===== src/rtl/ifu_pkg.sv =====
// ifu_pkg: shared widths, reset PC and the fetch-buffer entry type for the prefetch unit.
package ifu_pkg;
    localparam int XLEN = 32;
    localparam logic [XLEN-1:0] RST_PC_DEF = 32'h8000_0000;
    typedef struct packed {
        logic [XLEN-1:0] pc;
        logic [XLEN-1:0] instr;
    } fetch_entry_t;
endpackage


===== src/rtl/ifu_prefetch_if.sv =====
// ifu_prefetch_if: consumer handshake, redirect and instruction-RAM port of the prefetch unit.
interface ifu_prefetch_if import ifu_pkg::*; #(parameter int ADDR_W = 15);
    logic              valid;
    logic              ready;
    logic [XLEN-1:0]   pc;
    logic [XLEN-1:0]   instr;
    logic              redirect;
    logic [XLEN-1:0]   redirect_pc;
    logic              ifu2ram_cs;
    logic              ifu2ram_w_en;
    logic [ADDR_W-1:0] ifu2ram_addr;
    logic [XLEN-1:0]   ifu2ram_din;
    modport master (
        output valid, pc, instr, ifu2ram_cs, ifu2ram_w_en, ifu2ram_addr,
        input  ready, redirect, redirect_pc, ifu2ram_din
    );
    modport slave (
        input  valid, pc, instr, ifu2ram_cs, ifu2ram_w_en, ifu2ram_addr,
        output ready, redirect, redirect_pc, ifu2ram_din
    );
endinterface


===== src/rtl/ifu_fifo.sv =====
// ifu_fifo: DEPTH-entry synchronous FIFO of fetch entries with flush, count, full and empty.
module ifu_fifo import ifu_pkg::*; #(
    parameter int DEPTH = 4
) (
    input  logic                   clk,
    input  logic                   rst,
    input  logic                   flush,
    input  logic                   push,
    input  fetch_entry_t           din,
    input  logic                   pop,
    output fetch_entry_t           dout,
    output logic [$clog2(DEPTH):0] count,
    output logic                   full,
    output logic                   empty
);
    localparam int AW = $clog2(DEPTH);
    localparam int CW = AW + 1;
    fetch_entry_t mem [DEPTH];
    logic [AW-1:0] rd_ptr, wr_ptr;
    logic do_push, do_pop;
    assign full = count == CW'(DEPTH);
    assign empty = count == '0;
    assign do_pop = pop && !empty;
    // a push at full is accepted only when the head leaves in the same cycle
    assign do_push = push && (!full || do_pop);
    assign dout = mem[rd_ptr];
    always_ff @(posedge clk) begin
        if (do_push) mem[wr_ptr] <= din;
    end
    always_ff @(posedge clk) begin
        if (rst || flush) begin
            rd_ptr <= '0;
            wr_ptr <= '0;
            count <= '0;
        end else begin
            if (do_push) wr_ptr <= wr_ptr + 1'b1;
            if (do_pop) rd_ptr <= rd_ptr + 1'b1;
            count <= count + CW'(do_push) - CW'(do_pop);
        end
    end
endmodule


===== src/rtl/ifu_prefetch.sv =====
// ifu_prefetch: instruction prefetcher feeding a DEPTH-entry buffer from a 1-cycle-latency RAM.
// Optional perf counters enabled by defining IFU_PREFETCH_PERF_EN.
module ifu_prefetch import ifu_pkg::*; #(
    parameter int              ADDR_W = 15,
    parameter int              DEPTH  = 4,
    parameter logic [XLEN-1:0] RST_PC = RST_PC_DEF
) (
    input  logic        clk,
    input  logic        rst,
`ifdef IFU_PREFETCH_PERF_EN
    output logic [31:0] perf_stall_cyc,
    output logic [31:0] perf_flush_cnt,
`endif
    ifu_prefetch_if.master bus
);
    localparam int CW = $clog2(DEPTH) + 1;
    logic [XLEN-1:0] fetch_pc, req_pc;
    logic            inflight, valid, transfer, cs, full, empty;
    logic [CW-1:0]   count;
    logic [CW:0]     occ;
    fetch_entry_t    head;
    ifu_fifo #(.DEPTH(DEPTH)) u_fifo (
        .clk   (clk),
        .rst   (rst),
        .flush (bus.redirect),
        .push  (inflight && !bus.redirect),
        .din   ('{pc: req_pc, instr: bus.ifu2ram_din}),
        .pop   (transfer),
        .dout  (head),
        .count (count),
        .full  (full),
        .empty (empty)
    );
    assign valid = !rst && !empty;
    assign transfer = valid && bus.ready;
    // slots already claimed by buffered entries plus the response still on its way
    assign occ = {1'b0, count} + {{CW{1'b0}}, inflight};
    assign cs = !rst && !bus.redirect && (!full || transfer) &&
                (occ < (CW+1)'(DEPTH) + {{CW{1'b0}}, transfer});
    assign bus.valid = valid;
    assign bus.pc = valid ? head.pc : RST_PC;
    assign bus.instr = valid ? head.instr : '0;
    assign bus.ifu2ram_cs = cs;
    assign bus.ifu2ram_w_en = 1'b0;
    assign bus.ifu2ram_addr = fetch_pc[ADDR_W+1:2];
    always_ff @(posedge clk) begin
        if (rst) begin
            fetch_pc <= RST_PC;
            req_pc <= RST_PC;
            inflight <= 1'b0;
        end else begin
            inflight <= cs;
            fetch_pc <= bus.redirect ? bus.redirect_pc : cs ? fetch_pc + 32'd4 : fetch_pc;
            if (cs) req_pc <= fetch_pc;
        end
    end
`ifdef IFU_PREFETCH_PERF_EN
    logic [32:0] flush_sum;
    assign flush_sum = {1'b0, perf_flush_cnt} + 33'(count) + 33'(inflight) - 33'(transfer);
    always_ff @(posedge clk) begin
        if (rst) begin
            perf_stall_cyc <= '0;
            perf_flush_cnt <= '0;
        end else begin
            perf_stall_cyc <= perf_stall_cyc + 32'(!valid && perf_stall_cyc != '1);
            if (bus.redirect) perf_flush_cnt <= flush_sum[32] ? '1 : flush_sum[31:0];
        end
    end
`endif
endmodule


===== src/flat_wrapper.sv =====
// flat-port wrapper written by rule: the top's interface ports become plain ports
module ifu_prefetch_flat import ifu_pkg::*;
#(
    parameter int              ADDR_W = 15,
    parameter int              DEPTH  = 4,
    parameter logic [XLEN-1:0] RST_PC = RST_PC_DEF
)
  (clk, rst, bus_valid, bus_pc, bus_instr, bus_ifu2ram_cs, bus_ifu2ram_w_en, bus_ifu2ram_addr, bus_ready, bus_redirect, bus_redirect_pc, bus_ifu2ram_din);
  ifu_prefetch_if #(.ADDR_W(ADDR_W)) bus_i ();
  input  logic clk;
  input  logic rst;
  output wire logic [$bits(bus_i.valid)-1:0] bus_valid;
  output wire logic [$bits(bus_i.pc)-1:0] bus_pc;
  output wire logic [$bits(bus_i.instr)-1:0] bus_instr;
  output wire logic [$bits(bus_i.ifu2ram_cs)-1:0] bus_ifu2ram_cs;
  output wire logic [$bits(bus_i.ifu2ram_w_en)-1:0] bus_ifu2ram_w_en;
  output wire logic [$bits(bus_i.ifu2ram_addr)-1:0] bus_ifu2ram_addr;
  input wire logic [$bits(bus_i.ready)-1:0] bus_ready;
  input wire logic [$bits(bus_i.redirect)-1:0] bus_redirect;
  input wire logic [$bits(bus_i.redirect_pc)-1:0] bus_redirect_pc;
  input wire logic [$bits(bus_i.ifu2ram_din)-1:0] bus_ifu2ram_din;
  assign bus_valid = bus_i.valid;
  assign bus_pc = bus_i.pc;
  assign bus_instr = bus_i.instr;
  assign bus_ifu2ram_cs = bus_i.ifu2ram_cs;
  assign bus_ifu2ram_w_en = bus_i.ifu2ram_w_en;
  assign bus_ifu2ram_addr = bus_i.ifu2ram_addr;
  assign bus_i.ready = bus_ready;
  assign bus_i.redirect = bus_redirect;
  assign bus_i.redirect_pc = bus_redirect_pc;
  assign bus_i.ifu2ram_din = bus_ifu2ram_din;
  ifu_prefetch #(.ADDR_W(ADDR_W), .DEPTH(DEPTH), .RST_PC(RST_PC)) u_core (.clk(clk), .rst(rst), .bus(bus_i));
endmodule

===== config.mk =====
export PLATFORM = sky130hd
export DESIGN_NAME = ifu_prefetch_flat
export DESIGN_NICKNAME = d
export VERILOG_FILES = /design/src/rtl/ifu_pkg.sv /design/src/rtl/ifu_prefetch_if.sv /design/src/rtl/ifu_fifo.sv /design/src/rtl/ifu_prefetch.sv /design/src/flat_wrapper.sv
export SDC_FILE = /design/constraint.sdc
export NUM_CORES = 1
export LEC_CHECK = 0
export ABC_AREA = 1
export CORE_MARGIN = 1
export CORE_UTILIZATION = 34
export DETAILED_ROUTE_END_ITERATION = 6
export SKIP_LAST_GASP = 1
export SLEW_MARGIN = 20
export SYNTH_ARGS = -nofsm -noshare
export SYNTH_HDL_FRONTEND = slang
export SYNTH_SLANG_ARGS = --single-unit

===== constraint.sdc =====
create_clock -name clk -period 5.3 [get_ports clk]
set_input_delay 1.06 -clock clk [delete_from_list [all_inputs] [get_ports clk]]
set_output_delay 1.06 -clock clk [all_outputs]
set_load 0.02 [all_outputs]

**Yosys cells after proc, flatten, opt, wreduce, memory -nomap -nowiden**

Memories as Yosys holds them, arrays and structs flattened. A register that Yosys moved wholly into a read port is not among the register bits.
Cells that the tools add are included.

- Bits in registers: 72
- Bits in latches: 0
- RAM bits: 256
- Bits in read-only memories: 0
- Input bits: 68
- Output and inout bits: 82
- Logic and storage cells: 41
- Memories: 1

- Add/sub/neg operators: 7
- Multiply operators: 0
- Divide/modulo/power cells: 0
- Order comparisons: 1
- Equality and inequality tests: 1
- Shift-type cells: 0
- Multiplexer cells: 8
- Bitwise operators: 0
- Reductions and logical operators: 17

Memories:

| memory | depth | bits a word | read ports | clocked after Yosys merged registers in | wr ports | line | RTL |
|---|---|---|---|---|---|---|---|
| u_core.u_fifo.mem | 4 | 64 | 1 | 1 | 1 | ifu_fifo.sv:18 | `fetch_entry_t mem [DEPTH];` |

Operator list:

| kind | count |
|---|---|
| 2-to-1 mux 32 bit | 4 |
| adder 32 x 3 -> 32 bit (second input constant) | 1 |
| logical AND 1 bit | 8 |
| adder 2 x 1 -> 2 bit (second input constant) | 2 |
| adder 3 x 1 -> 4 bit | 1 |
| adder 3 x 1 -> 4 bit (first input constant) | 1 |
| logical NOT 1 bit | 4 |
| < comparator 4 bit | 1 |
| 2-to-1 mux 2 bit | 2 |
| adder 3 x 1 -> 3 bit | 1 |
| == test 3 bit (second input constant) | 1 |
| logical NOT 3 bit | 1 |
| logical OR 1 bit | 3 |
| subtractor 3 x 1 -> 3 bit | 1 |
| 2-to-1 mux 1 bit | 2 |
| nonzero test 2 bit | 1 |

**Logic depth before layout (Yosys ltp)**

Gate-level depths: netlist of run 1.

- Word-level depth: 9
- Depth in mapped cells: 13
- Depth with buffers taken out: 13

**Hierarchy**

Synthesis of run 1 repeated with hierarchy kept, for this count alone.

- Cells, all modules: 1363
- Area total of the unflattened synthesis: 14003.4 µm²

By module, submodules not included:

| module | times used | cells an instance | area each (µm²) | sequential area each (µm²) |
|---|---|---|---|---|
| ifu_fifo | 1 | 689 | 9992.1 | 7867.5 |
| ifu_prefetch | 1 | 674 | 4011.3 | 1301.2 |

**Least setup slack after synthesis of run 1**

No wires, ideal clock.

- Path kind: input-to-reg
- From: input port rst
- To: memory u_core.u_fifo.mem[0][0] in the netlist's numbering, enable pin
- Library setup time: 0.486 ns
- Data arrival time: 4.167 ns
- Required time: 4.814 ns
- Setup slack: 0.647 ns
- Cell stages on the path: 7
- Path buffers: 0
- Cell sequence: inv_2 > a21oi_1 > nand2_1 > nand2_1 > nor2_1 > inv_1 > nor2_1

- Cells in the longest elaborated chain, start to end: 8

RTL lines:

| item | line | RTL |
|---|---|---|
| from (decl) | flat_wrapper.sv:11 | `input logic rst;` |
| logical NOT 1 bit | ifu_prefetch.sv:34 | `assign valid = !rst && !empty;` |
| logical AND 1 bit | ifu_prefetch.sv:34 |  |
| logical AND 1 bit | ifu_prefetch.sv:35 | `assign transfer = valid && bus.ready;` |
| logical AND 1 bit | ifu_fifo.sv:23 | `assign do_pop = pop && !empty;` |
| logical OR 1 bit | ifu_fifo.sv:25 | `assign do_push = push && (!full \|\| do_pop);` |
| logical AND 1 bit | ifu_fifo.sv:25 |  |
| 2-to-1 mux 1 bit | ifu_fifo.sv:28 | `if (do_push) mem[wr_ptr] <= din;` |
| 2-to-1 mux 1 bit (implied by the code) | ifu_fifo.sv:28 |  |
| to (decl) | ifu_fifo.sv:18 |  |

Every way passes these cells.

**Final worst setup path of run 1**

- From: input port rst
- To: output port bus_pc[24]

- Cells in the longest elaborated chain, start to end: 3

RTL lines:

| item | line | RTL |
|---|---|---|
| logical NOT 1 bit | ifu_prefetch.sv:34 |  |
| logical AND 1 bit | ifu_prefetch.sv:34 |  |
| 2-to-1 mux 32 bit | ifu_prefetch.sv:41 | `assign bus.pc = valid ? head.pc : RST_PC;` |
| to (decl) | flat_wrapper.sv:13 | `output wire logic [$bits(bus_i.pc)-1:0] bus_pc;` |

Every way passes these cells.

==> results.ini, run 1 <==
[status]
status=finished, final reports clean

[clock_tree]
clk_path_buf_depth=3
post_cts_buffers=0
cts_tree=done
worstSkewPairLatency_ps=540
cts_resized=0
cts_buffers=37
htree_levels=2
ctsHoldBuffers=0
cts_sinks=330
clk_pin_slew_ps=60
root_buffer=clkbuf_16

[critical_path]
r2r_cells=9
regToRegStartpoint=u_core.u_fifo.count[0]
crit_fanout=27
regToRegEndpoint=u_core.fetch_pc[9]
cp-endpoint=bus_pc[24]
startpoint_type=input port
worstPathArrival_ps=3320
worstPathCellList=clkdlybuf4s50_1 > inv_2 > nand2_2 > buf_4 > a21oi_1 > clkdlybuf4s50_1
required_ps=4240
worstSetupPathType=in2out
startpoint=rst
critPathMaxStageDelay_ps=620
endpoint_kind=output pin
ff2ff_setup_slack_ps=2370
critPathMostFrequentCell=clkdlybuf4s50_1
critPathSlowestCell=clkdlybuf4s50_1

[logic_synthesis]
syn_inst=1400
netlist.area_leader.share_pct=55.03
synthXorXnorAreaFrac_pct=0.3762
synth_largest_area_cell=edfxtp_1
synth.most_common_cell=nor2_1
synth_flop_cell=edfxtp_1
syn_avg_cell_area_sq_um=9.978
ys_warn_count=0
synth.area.mux_share_pct=0
synthAdderAreaFrac_pct=1.039
seq_area_frac_synth_pct=65.63
synth-compound-area-share_pct=10.46
yosys.area_share.simple_pct=17.79
syn_nets=1479
synth_area_sq_um=13970
ys_types=35
async_flop_share_pct=0
synthTopCellsByCount=nor2_1 (374), edfxtp_1 (256), nand2_1 (183)
synth_area_leaders=edfxtp_1 (55%), dfxtp_1 (11%), nor2_1 (10%)
ys_ff_latch=330
synth_top_family_by_area=simple AND/OR/NAND/NOR gates
synth-edff-count=256

[flow_run]
cap_viol_max_count=0

[global_routing]
antenna_found_initial=0
grt_pass1_vias=9670
use_met3_pct=3.118
grt_max_degree=99
top_usage_layer=met2
use_met1_pct=24.05
grt-ovfl-total=0
grt.total_usage_pct=17.13
use_met2_pct=26.32
grt_pass1_wl_um=54930

[floorplan]
core_sq_um=40100
dieWidth_um=204.7
io_pins=150
rows=73
start_util_pct=34.84
fp.dieH_um=204.7
dieArea_sq_um=41900

[pwr]
p_per_area_nw_per_um2=336.0
vdd_drop_max_mv=0.1784
total_power_w=0.005752
cellLeakagePower_nw=5.941

[final_layout]
area_growth_pct=22.55
layout.nets=1596
layout-drive-gt1-share_pct=6.861
antenna_cells=0
final_area_sq_um=17120

[timing]
timing.final.hold_violations=0
maxSlewViolCount=0
setup_viol_count_final=0
finalCriticalPeriod_ps=4382
rsz0062_at_grt=no
period_share_pct=82.68
skew_ps=22.22
tightest_slew_ps=914.7
max_freq_mhz=228.2
whs_ps=466.7
finalSetupTns_ps=0
relSlewSlack_pct=39.02

[placement]
portBuffers=148
gp_congestion=0.9413
hpwl_um=22150
dpl_cell_area_sq_um=15890

[drt]
drt_iter0_drc=765
avgViaCountPerCell=4.860
num_vias=10060
drtAntennaViolNets=0
drt_first_pass_iters=5
avgRoutedWirePerCell_um=17.13
wl_um=35460
drc=0

[min_path]
hold_class=reg2reg

-- per-layer routing --
| metal | vias up | routed length (um) |
|---|---|---|
| met3 | 50 | 1961 |
| li1 | 4963 | - |
| met5 | - | 0 |
| met1 | 4757 | 16640 |
| met2 | 290 | 16020 |
| met4 | 0 | 840 |
-- metrics by stage --
step | worst slack (ps) | instances | util, %
3_5_place_dp | 889.7 | 2003 | 39.62
2_1_floorplan | 647.2 | 1400 | -
5_1_grt | 611.0 | 2070 | 42.70
6_report | 917.8 | 2070 | 42.70
3_3_place_gp | 917.5 | 2003 | 39.62
4_1_cts | 776.7 | 2070 | 42.69
-- kinds of logic after synthesis --
group	after synthesis
adder cells (fa/ha/maj)	11
AO/OA/AOI/OAI	284
XOR/XNOR	6
flip-flops	330
buffers and inverters	142
AND/OR/NAND/NOR	626
other	1
-- worst max-delay path: cells and delay by family --
family	cells	cell delay, ps
buf+inv	4	1580
simple gates	1	510
compound gates	1	150
-- cells in the final DEF, fill, tap and decap left out, types with 8 or more instances in the layout --
cell type          n
clkdlybuf4s50_1  148
inv_1             45
nand2_1          182
dfxtp_1           72
clkinv_2           8
nor2_1           370
edfxtp_1         256
o21ai_0          160
nand3_1           45
ha_1              10
buf_4             16
clkbuf_16         39
a21oi_1          104
-- state kept, by name, summed over array words and instances (netlist names), named ones only --
name	cells
u_core.u_fifo.mem	256
u_core.u_fifo.wr_ptr	2
u_core.u_fifo.rd_ptr	2
u_core.fetch_pc	32
u_core.inflight	1
u_core.req_pc	32
u_core.u_fifo.count	3
-- final cells by class --
class / instances / area [sq um]
inverter: 52 / 198.9
tap: 525 / 656.9
fill: 3872 / 22980
timing repair buffer: 168 / 1673
clock buffer: 47 / 1016
sequential: 330 / 9174
clock inverter: 20 / 214.0
multi-input combinational: 928 / 4188
-- how the worst min path moves through the flow --
stage / end / cells past startpoint / startpoint
floorplan: flop / 2 / u_core.u_fifo.rd_ptr[1]
global placement: flop / 2 / u_core.u_fifo.rd_ptr[1]
detailed placement: flop / 2 / u_core.u_fifo.rd_ptr[1]
CTS: flop / 2 / u_core.u_fifo.rd_ptr[1]
global route: u_core.u_fifo.rd_ptr[0] / 1 / u_core.u_fifo.rd_ptr[0]
finish: flop / 2 / u_core.u_fifo.rd_ptr[1]
-- power breakdown --
group	switching, W	internal (W)	leakage, nW	total, W
Clock	0.00102	0.00156	0.598	0.00258
Combinational	0.000162	0.000118	2.38	0.000280
Sequential	0.0000518	0.00284	2.96	0.00289
Total	0.00124	0.00452	5.94	0.00575
No activity file was read; power rests on OpenSTA's default activity.
==> run 2: changes to the inputs <==
Clock period 5.3 ns to 4.35 ns, I/O delays scaled along.
==> run 2 against run 1 <==
  * Count of clock-buffer cells in the layout down 1
  * Sequential power is 22% higher
  * Global-route usage is essentially flat
  * Combinational power is 23% higher
  * Core utilization is 0.33 points higher
  * Via count up 1.3%
  * Clock skew fell by 11 ps
  * Flip-flop and latch count stayed put
  * Largest cell class unchanged
  * Register-to-register slack worse by 970 ps
==> results.ini, run 2 (synthesis gave the netlist of run 1 again) <==
[timing]
tightest_slew_ps=910.3  ; -4.462 ps
timing.final.hold_violations=0  ; unchanged
rsz0062_at_grt=no
maxSlewViolCount=0  ; unchanged
setup_viol_count_final=0  ; unchanged
relSlewSlack_pct=39.32  ; +0.30 points
skew_ps=10.80  ; -11.42 ps
period_share_pct=94.70
max_freq_mhz=242.7
whs_ps=463.2  ; -3.478 ps
finalCriticalPeriod_ps=4120

[drt]
avgRoutedWirePerCell_um=17.11  ; about the same
drt_first_pass_iters=5  ; unchanged
num_vias=10190  ; +1.3%
avgViaCountPerCell=4.900  ; +0.82%
drc=0  ; unchanged
wl_um=35600  ; +0.40%
drtAntennaViolNets=0  ; unchanged
drt_iter0_drc=779  ; +1.8%

[status]
status=finished, final reports clean

[critical_path]
worstPathArrival_ps=3250  ; -70 ps
worstPathCellList=clkdlybuf4s50_1 > inv_2 > nand2_2 > buf_4 > a21oi_1 > clkdlybuf4s50_1
endpoint_kind=output pin
worstSetupPathType=in2out
required_ps=3480  ; -760 ps
critPathMostFrequentCell=clkdlybuf4s50_1
critPathMaxStageDelay_ps=630  ; about the same
cp_num_buf_inv=4  ; unchanged
cpLargestDelayFamily=buffers and inverters
critPathSlowestCell=clkdlybuf4s50_1
crit_fanout=24  ; -11%
startpoint_type=input port

[floorplan]
start_util_pct=34.84  ; unchanged
core_sq_um=40100  ; unchanged
rows=73  ; unchanged
fp.dieH_um=204.7  ; unchanged
dieWidth_um=204.7  ; unchanged
dieArea_sq_um=41900  ; unchanged
io_pins=150  ; unchanged

[global_routing]
antenna_found_initial=1  ; +1
grt_pass1_vias=9719  ; +0.51%
grt.total_usage_pct=17.11  ; about the same
grt-ovfl-total=0  ; unchanged
grt_pass1_wl_um=55140  ; +0.38%
grt_max_degree=129  ; +30%

[clock_tree]
post_cts_buffers=0  ; unchanged
ctsHoldBuffers=0  ; unchanged
clk_pin_slew_ps=60  ; about the same
cts_sinks=330  ; unchanged
cts_tree=done
cts_buffers=37  ; unchanged
cts_resized=0  ; unchanged
root_buffer=clkbuf_16
worstSkewPairLatency_ps=520  ; -20 ps
clk_path_buf_depth=3  ; unchanged
htree_levels=2  ; unchanged

[placement]
gp_congestion=0.8668  ; -7.9%
hpwl_um=22200  ; +0.22%
portBuffers=148  ; unchanged

[final_layout]
area_growth_pct=23.49
layout-drive-gt1-share_pct=7.465  ; +0.60 points
utilization_pct=43.02  ; +0.33 points
fillers=3786  ; -2.2%
mostFrequentLayoutCell=nor2_1
top_regs=u_core.u_fifo.mem x256, u_core.fetch_pc x32, u_core.req_pc x32
regMostFlops=u_core.u_fifo.mem
largest_reg_flops=256  ; unchanged
final_cell_mix=nor2_1 (370), edfxtp_1 (256), nand2_1 (182)
layout.nets=1606  ; +0.63%

[flow_run]
cap_viol_max_count=0  ; unchanged

[pwr]
p_per_area_nw_per_um2=410.2  ; +22%
vdd_drop_max_mv=0.2159  ; +21%
cellLeakagePower_nw=6.001  ; +1.0%

[min_path]
hold_class=reg2reg

-- run 2: cell types whose count changed in the layout (fill, tap and decap cells not counted) --
| cell | change |
|---|---|
| clkinvlp_4 | +1 |
| buf_6 | -1 |
| diode_2 | +1 |
| clkbuf_8 | -1 |
| clkinv_1 | -1 |
| buf_12 | +2 |
| buf_4 | +9 |
| inv_6 | -2 |
| bufinv_16 | +2 |
-- run 2: power by group --
part,switching (W),internal (W)
Combinational,0.000199,0.000146
Sequential,0.0000640,0.00346
Clock,0.00121,0.00199
Total,0.00148,0.00560
-- run 2: path summary, 6_finish.rpt --
check	from	endpoint	cells past startpoint	slack (ps)
max reg2reg	u_core.u_fifo.count[1]	u_core.u_fifo.count[2]	12	1400
max	rst	bus_pc[18]	6	230
min	u_core.u_fifo.rd_ptr[1]	flop	2	460
min reg2reg	u_core.u_fifo.rd_ptr[1]	flop	2	460
-- run 2: cell type report --
cell class | count | area, sq um | area share [%]
multi-input cells | 928 | 4188 | 24.27
well taps | 525 | 656.9 | 3.808
clock buffers | 46 | 1002 | 5.809
clock inverters | 20 | 260.3 | 1.509
diodes | 1 | 2.502 | 0.01451
repair buffers | 178 | 1769 | 10.26
inverters | 52 | 198.9 | 1.153
flip-flops and latches | 330 | 9174 | 53.18
-- run 2: metrics by stage --
stage | TNS, ps | area, sq um | power [W] | setup slack (ps) | instances
finish | 0 | 17250 | 0.007077 | 230.3 | 2080
global route | 0 | 17250 | 0.007326 | 87.01 | 2079
CTS | 0 | 17250 | 0.007158 | 222.0 | 2079
detailed placement | 0 | 15990 | 0.003934 | 227.7 | 2013
global placement | 0 | 15990 | 0.003927 | 304.9 | 2013
floorplan | -28860 | 13970 | 0.003761 | -112.8 | 1400
-- run 2: worst min-delay path, stage by stage, from the launching register on --
cell	delay, ps
dfxtp_1	300
inv_1	60
a21oi_1	70
-- run 2: routing by layer --
metal  global-route usage, %  part of all wire, %
met2                   26.50                   45
met3                   2.704                  6.2
met5                       0                0.037
met1                   24.46                   47
met4                   5.330                  2.3
